### src/rtl/uart_rx_fifo.sv
// Byte FWFT FIFO between uart_rx and uart_debug; `define UART_RX_FIFO_XOFF_EN adds a hysteresis xoff flag.
// Latency: a pushed byte shows on out_data/out_valid one cycle after the push edge (no empty bypass).
// Backpressure: in_ready = !full, out_valid = !empty, both from registered pointers only.
module uart_rx_fifo #(
    parameter int DEPTH = 16,
    parameter int HI_WM = 12,
    parameter int LO_WM = 4
) (
    input  logic                       clk,
    input  logic                       reset_,
    input  logic                       flush,
    input  logic [7:0]                 in_data,
    input  logic                       in_valid,
    output logic                       in_ready,
    output logic [7:0]                 out_data,
    output logic                       out_valid,
    input  logic                       out_ready,
    output logic [$clog2(DEPTH):0]     level,
    output logic                       xoff
);

    localparam int AW = $clog2(DEPTH);
    localparam int PW = AW + 1;

    if (DEPTH < 2 || (DEPTH & (DEPTH - 1)) != 0) begin : g_depth_chk
        $error("uart_rx_fifo: DEPTH must be a power of two >= 2");
    end

    logic [7:0]    mem [DEPTH];
    logic [PW-1:0] wr_ptr, rd_ptr;
    logic [PW-1:0] wr_ptr_nxt, rd_ptr_nxt;
    logic          empty, full, push, pop;

    assign empty     = (wr_ptr == rd_ptr);
    assign full      = (wr_ptr[AW] != rd_ptr[AW]) && (wr_ptr[AW-1:0] == rd_ptr[AW-1:0]);
    assign in_ready  = !full;
    assign out_valid = !empty;
    assign push      = in_valid && in_ready;
    assign pop       = out_valid && out_ready;
    assign out_data  = mem[rd_ptr[AW-1:0]];
    assign level     = wr_ptr - rd_ptr;

    // Flush wins over push/pop; reset wins over flush in the register block below.
    always_comb begin
        wr_ptr_nxt = wr_ptr;
        rd_ptr_nxt = rd_ptr;
        if (flush) begin
            wr_ptr_nxt = '0;
            rd_ptr_nxt = '0;
        end else begin
            if (push) wr_ptr_nxt = wr_ptr + PW'(1);
            if (pop)  rd_ptr_nxt = rd_ptr + PW'(1);
        end
    end

    always_ff @(posedge clk) begin
        if (!reset_) begin
            wr_ptr <= '0;
            rd_ptr <= '0;
        end else begin
            wr_ptr <= wr_ptr_nxt;
            rd_ptr <= rd_ptr_nxt;
        end
    end

    // Storage is never cleared; a write during flush lands beyond the reset pointers and is unreachable.
    always_ff @(posedge clk) begin
        if (push) mem[wr_ptr[AW-1:0]] <= in_data;
    end

`ifdef UART_RX_FIFO_XOFF_EN
    if (!(LO_WM < HI_WM && HI_WM <= DEPTH)) begin : g_wm_chk
        $error("uart_rx_fifo: need LO_WM < HI_WM <= DEPTH");
    end

    logic [PW-1:0] level_nxt;
    assign level_nxt = wr_ptr_nxt - rd_ptr_nxt;

    always_ff @(posedge clk) begin
        if (!reset_) begin
            xoff <= 1'b0;
        end else if (level_nxt >= PW'(HI_WM)) begin
            xoff <= 1'b1;
        end else if (level_nxt <= PW'(LO_WM)) begin
            xoff <= 1'b0;
        end
    end
`else
    logic unused_wm;
    assign unused_wm = ^{HI_WM, LO_WM};
    assign xoff      = 1'b0;
`endif

endmodule
### config.mk
export PLATFORM = sky130hd
export DESIGN_NAME = uart_rx_fifo
export DESIGN_NICKNAME = d
export VERILOG_FILES = /design/src/rtl/uart_rx_fifo.sv
export SDC_FILE = /design/constraint.sdc
export NUM_CORES = 1
export LEC_CHECK = 0
export ABC_AREA = 1
export CAP_MARGIN = 40
export CORE_UTILIZATION = 57
export CTS_CLUSTER_DIAMETER = 100
export DETAILED_ROUTE_END_ITERATION = 8
export DONT_BUFFER_PORTS = 1
export HOLD_SLACK_MARGIN = 0.15
export PLACE_DENSITY_LB_ADDON = 0.12
export SYNTH_ARGS = -nofsm -noshare
export SYNTH_HDL_FRONTEND = slang
export SYNTH_SLANG_ARGS = --single-unit
### constraint.sdc
create_clock -name clk -period 4.8 [get_ports clk]
set_clock_uncertainty 0.1 [all_clocks]
set_input_delay 0.72 -clock clk [delete_from_list [all_inputs] [get_ports clk]]
set_output_delay 0.72 -clock clk [all_outputs]
set_load 0.005 [all_outputs]
==> results of run 1 <==
-- metal layers --
layer / up-vias / routed length (µm) / track usage, % / share of wire (%)
met5: - / 0 / 0 / 0
met1: 2064 / 5860 / 31.6 / 41
met2: 154 / 6990 / 44.4 / 49
li1: 2126 / - / - / -
met3: 19 / 979 / 6.75 / 6.9
met4: 0 / 301 / 11.1 / 2.1
-- sequential cells by signal (all words and copies together), names as in the netlist, named ones only --
register  cells
wr_ptr        5
mem         128
rd_ptr        5
-- cell families (layout without fill, tap and decap cells) --
group,after synthesis,after routing,synth area share [%]
AO/OA/AOI/OAI,14,14,1.19
adder cells (fa/ha/maj),10,10,2.04
buffers and inverters,144,160,9.08
flip-flops,142,142,63.4
AND/OR/NAND/NOR,343,343,23.6
other,1,1,0.0576
XOR/XNOR,5,5,0.673
-- cells in the final DEF, fill, tap and decap left out, types with 2 or more instances in the layout --
cell	instances
nand4_1	4
nor2_1	20
edfxtp_1	128
xor2_1	5
nand2_2	7
a21oi_2	2
nand2_1	189
clkbuf_16	17
o21ai_1	4
ha_1	9
nor2_2	4
clkinv_1	3
inv_1	113
dfxtp_1	13
buf_4	9
inv_2	3
bufinv_16	5
a21oi_1	8
nand3_1	108
nor3_1	2
nand2_4	6
clkinv_2	4
-- metrics by stage --
stage          total power (W)  setup WS (ns)  hold slack [ns]  util, %
5_1_grt                0.00293           1.74            0.280     66.2
4_1_cts                0.00286           1.80            0.284     66.2
3_5_place_dp           0.00149           2.23            0.425     60.5
3_3_place_gp           0.00149           2.12            0.413     59.9
6_report               0.00285           1.78            0.297     66.2
2_1_floorplan          0.00147           2.46            0.382        -
-- worst max-delay path, delay by kind of cell, from the launching register on --
kind / cells / cell delay [ns]
buffers and inverters: 2 / 0.82
and+or+nand+nor: 4 / 0.65
DFF: 1 / 0.29
-- power groups by stage --
stage	logic [W]	clock network [W]	registers [W]
final	0.000103	0.00139	0.00136
after global placement	0.0000996	0	0.00139
after global routing	0.000114	0.00145	0.00136
after floorplan	0.0000830	0	0.00139
after detailed placement	0.000103	0	0.00139
after CTS	0.000104	0.00140	0.00136
-- final cells by class --
class	count	area, µm²
Sequential cell	142	4130
Tap cell	140	175
Fill cell	847	3710
Clock buffer	18	429
Inverter	117	447
Multi-Input combinational cell	373	1800
Clock inverter	14	198
Timing Repair Buffer	11	98.8
-- worst paths after layout --
check,end,startpoint,slack (ns),cells past startpoint
max,out_data[1],flop,1.78,6
min,mem[3][6]$_DFFE_PP_,in_data[6],0.30,0
max reg2reg,mem[4][6]$_DFFE_PP_,wr_ptr[0]$_SDFFE_PP0P_,2.24,9
min reg2reg,wr_ptr[4]$_SDFFE_PP0P_,wr_ptr[4]$_SDFFE_PP0P_,0.43,2
==> results.ini, run 1 <==
[timing]
slew_headroom_pct = 42.9
drv_slew = 0
hold_viol_final = 0
final.min_clock_period_ns = 3.02
fin_crit_sh_pct = 63.0
rsz0062_at_grt = false
tightest_slew_ns = 0.854
fmax_mhz = 331
setup_viol = 0
fin_tns_setup_ns = 0

[clocking]
cts_tree = yes
cts_max_level = 4
hold_buffers = 0
cts_inserted_buffers = 17
clk_path_buf_depth = 2
cts_root_buffer = clkbuf_16
clk_pin_slew_ns = 0.06
post-cts-setup-buffers = 0
insertion_delay_ns = 0.41
post_cts_resized = 0
clock_sinks = 142

[floorplanning]
top_level_ports = 29
die-area_um2 = 11800
core_area_um2 = 11000
die_w_um = 109
start_util_pct = 59.2
rows = 38
die_y_um = 109

[setup_path]
path_max_fanout = 33
cp-end-kind = primary output
arrival_ns = 2.20
crit_type = flop to primary output
cp_common_cell = nand3_1
crit_required_ns = 3.98
max_stage_delay_ns = 0.56
cpMaxStageDelayCell = inv_2
worstPathCellList = buf_4 > inv_2 > nand3_1 > nand3_1 > nand3_1 > nand2_1
startpoint_type = flop

[logic_synthesis]
syn-num-nets = 682
yosysSeqAreaShare_pct = 63.4
synth_most_common_cell = nand2_1
ys_top_cells_by_count = nand2_1, edfxtp_1, inv_1, nand3_1, nor2_1
yosys.cell_types.count = 26
ys_warn_count = 0
syn_area_um2 = 6500
synthCells = 659
synth-edff-count = 128
yosys-top-cells-area = edfxtp_1, nand2_1, nand3_1
synth_ff_type = edfxtp_1
synth_top_area_cell = edfxtp_1
synth_seq_cells = 142
synth_top_area_share_pct = 59.1
synthArstFlopShare_pct = 0
syn_area_per_cell_um2 = 9.87

[status]
outcome = finished, final reports clean

[global_routing]
grt-ovfl-total = 0
grt.total_usage_pct = 26.2
grt_pass1_wl_um = 22200
grt_max_degree = 65
first_global_vias = 4286
grt_antenna_before_repair = 0

[routing]
wl_per_cell_um = 17.3
drc = 0
drtPass1Iterations = 5
postRouteAntennaNets = 0
drt-total-wl_um = 14100
viasPerCell = 5.35
vias = 4363
drt_iter0_markers = 370

[final_layout]
num_antenna_cells = 0
syn2layout_area_growth_pct = 11.7
drive_above_1_share_pct = 9.78
nets = 685
fin_area_um2 = 7270
final_cells = 815

[power]
pwr-share-comb_pct = 3.6
pwr-share-clk_pct = 48.6
intPower_w = 0.00230
ir_drop_uv = 232
switchingPower_w = 0.000549
seqPwrFrac_pct = 47.8
swShare_pct = 19.3
p_leak_nw = 3.08
power.density_nw_per_um2 = 392

[placement]
place_area_um2 = 6640
gp_congestion = 0.785
numPortBuffers = 0
place_inst = 783
hpwl_um = 8920

[worst_hold_path]
hp-class = primary input to flop

[job]
cap_viol_max_count = 0

No activity file was read; power rests on OpenSTA's default activity.
==> run 2, diff against run 1 <==
clock period = 3.1 ns   (was 4.8 ns; I/O delays follow)
==> results.ini, run 2 (synthesis gave the netlist of run 1 again) <==
[status]
outcome = finished, final reports clean

[setup_path]
worst_r2r_endpoint = mem[8][1]$_DFFE_PP_
startpoint_type = flop
r2r_start = wr_ptr[0]$_SDFFE_PP0P_
path_max_fanout = 64  ; +94%
crit_required_ns = 2.53  ; -1.45 ns
reg2reg_slack_ns = 0.58  ; -1.66 ns
cp-end-kind = primary output
arrival_ns = 1.99  ; -0.21 ns
rr_worst_depth = 9  ; unchanged
crit_type = flop to primary output
endpoint = out_data[3]

[worst_hold_path]
hp-class = primary input to flop

[clocking]
cts_root_buffer = clkbuf_16
cts_tree = yes
post_cts_resized = 0  ; unchanged
clock_sinks = 142  ; unchanged
cts_inserted_buffers = 17  ; unchanged
clk_path_buf_depth = 2  ; unchanged
cts_max_level = 4  ; unchanged
clk_pin_slew_ns = 0.05  ; about the same
insertion_delay_ns = 0.42  ; about the same
post-cts-setup-buffers = 0  ; unchanged
hold_buffers = 10  ; +10

[floorplanning]
start_util_pct = 59.2  ; unchanged
die_y_um = 109  ; unchanged
core_area_um2 = 11000  ; unchanged
die_w_um = 109  ; unchanged
die-area_um2 = 11800  ; unchanged
top_level_ports = 29  ; unchanged
rows = 38  ; unchanged

[placement]
numPortBuffers = 0  ; unchanged
gp_congestion = 0.865  ; +10%
hpwl_um = 8870  ; -0.55%
place_area_um2 = 6650  ; about the same

[final_layout]
num_antenna_cells = 0  ; unchanged
post-route-util_pct = 66.5  ; +0.33 points
fin_area_um2 = 7300  ; +0.50%
drive_above_1_share_pct = 9.61  ; -0.17 points
fillers = 861  ; +1.7%
largest_reg_flops = 128  ; unchanged
mostFrequentLayoutCells = nand2_1, edfxtp_1, inv_1
syn2layout_area_growth_pct = 12.3
final_common_cell = nand2_1
nets = 697  ; +1.8%

[global_routing]
grt.met2_usage_pct = 42.9  ; -1.4 points
grt_pass1_wl_um = 22500  ; +1.3%
grt_max_degree = 65  ; unchanged
met3_usage_pct = 6.93  ; +0.18 points
grt-ovfl-total = 0  ; unchanged
grt_antenna_before_repair = 0  ; unchanged
grt.busiest_layer = met2
globalRouteMet1Util_pct = 33.8  ; +2.2 points
first_global_vias = 4379  ; +2.2%
grt.total_usage_pct = 26.8  ; +0.63 points

[power]
p_leak_nw = 3.10  ; +0.46%
pwr-share-comb_pct = 4.9  ; +1.3 points
intPower_w = 0.00333  ; +45%
pwr-share-clk_pct = 45.2  ; -3.4 points
power.density_nw_per_um2 = 579  ; +48%
ir_drop_uv = 355  ; +53%
swShare_pct = 21.3  ; +2.0 points
switchingPower_w = 0.000900  ; +64%
seqPwrFrac_pct = 49.8  ; +2.0 points

[routing]
drc = 0  ; unchanged
drt-total-wl_um = 14300  ; +1.5%
wl_per_cell_um = 17.3  ; about the same
postRouteAntennaNets = 0  ; unchanged
viasPerCell = 5.33  ; -0.50%
drtPass1Iterations = 5  ; unchanged
drt_iter0_markers = 390  ; +5.4%
vias = 4405  ; +0.96%

[job]
cap_viol_max_count = 0  ; unchanged

[timing]
hold_viol_final = 0  ; unchanged
rsz0062_at_grt = false
fin_crit_sh_pct = 82.3
setup_viol = 0  ; unchanged
final.min_clock_period_ns = 2.55
drv_slew = 0  ; unchanged
tightest_slew_ns = 0.852  ; -0.00155 ns
fmax_mhz = 392
fin_tns_setup_ns = 0  ; unchanged
slew_headroom_pct = 43.0  ; +0.13 points

## run 2: cell types whose count changed in the layout (fill, tap and decap cells not counted), sizes merged
cell         before  now
buf              11   13
bufinv            5    2
clkbuf           18   19
clkinv            8    9
clkinvlp          1    2
dlygate4sd3       0   10
## run 2: area by class of cell
cell class,count,area (µm²),area share [%]
clock buffer,19,433,5.93
clock inverter,13,124,1.70
inverter,117,447,6.12
multi-input combinational,373,1790,24.5
sequential,142,4130,56.5
tap,140,175,2.40
timing repair buffer,23,210,2.88
## run 2: worst min-delay path by stage
stage / from / to / slack, ns / depth (start not counted)
2_1_floorplan: rd_ptr[4]$_SDFFE_PP0P_ / rd_ptr[4]$_SDFFE_PP0P_ / 0.38 / 2
3_3_place_gp: rd_ptr[3]$_SDFFE_PP0P_ / rd_ptr[3]$_SDFFE_PP0P_ / 0.41 / 2
3_5_place_dp: rd_ptr[3]$_SDFFE_PP0P_ / rd_ptr[3]$_SDFFE_PP0P_ / 0.42 / 2
4_1_cts: out_ready / rd_ptr[4]$_SDFFE_PP0P_ / 0.16 / 3
5_1_grt: out_ready / rd_ptr[3]$_SDFFE_PP0P_ / 0.17 / 3
6_report: out_ready / rd_ptr[4]$_SDFFE_PP0P_ / 0.17 / 3
## run 2: power groups by stage
stage,combinational (W),clock [W],sequential (W)
after floorplan,0.000129,0,0.00215
after global placement,0.000161,0,0.00215
after detailed placement,0.000164,0,0.00215
after CTS,0.000207,0.00193,0.00211
after global routing,0.000230,0.00202,0.00211
final,0.000208,0.00191,0.00211
## run 2: layer usage
metal	vias to the layer above	wire length, µm	share of wire (%)
met1	2043	6200	43
li1	2157	-	-
met5	-	0	0
met4	0	520	3.6
met2	163	6650	46
met3	42	970	6.8
## run 2: worst max-delay path: stages, from the launching register on
cell and delay, ns:
dfxtp_2 0.33, buf_4 0.53, nand2_1 0.17, nand3_1 0.12
nand3_1 0.08, nand3_1 0.15, nand2_1 0.12
## run 2: stage by stage
stage | setup slack (ns) | std cells | total power, W | hold WS (ns)
2_1_floorplan | 0.760 | 659 | 0.00228 | 0.382
3_3_place_gp | 0.756 | 785 | 0.00231 | 0.413
3_5_place_dp | 0.625 | 785 | 0.00231 | 0.420
4_1_cts | 0.532 | 827 | 0.00425 | 0.156
5_1_grt | 0.409 | 827 | 0.00436 | 0.169
6_report | 0.548 | 827 | 0.00423 | 0.171
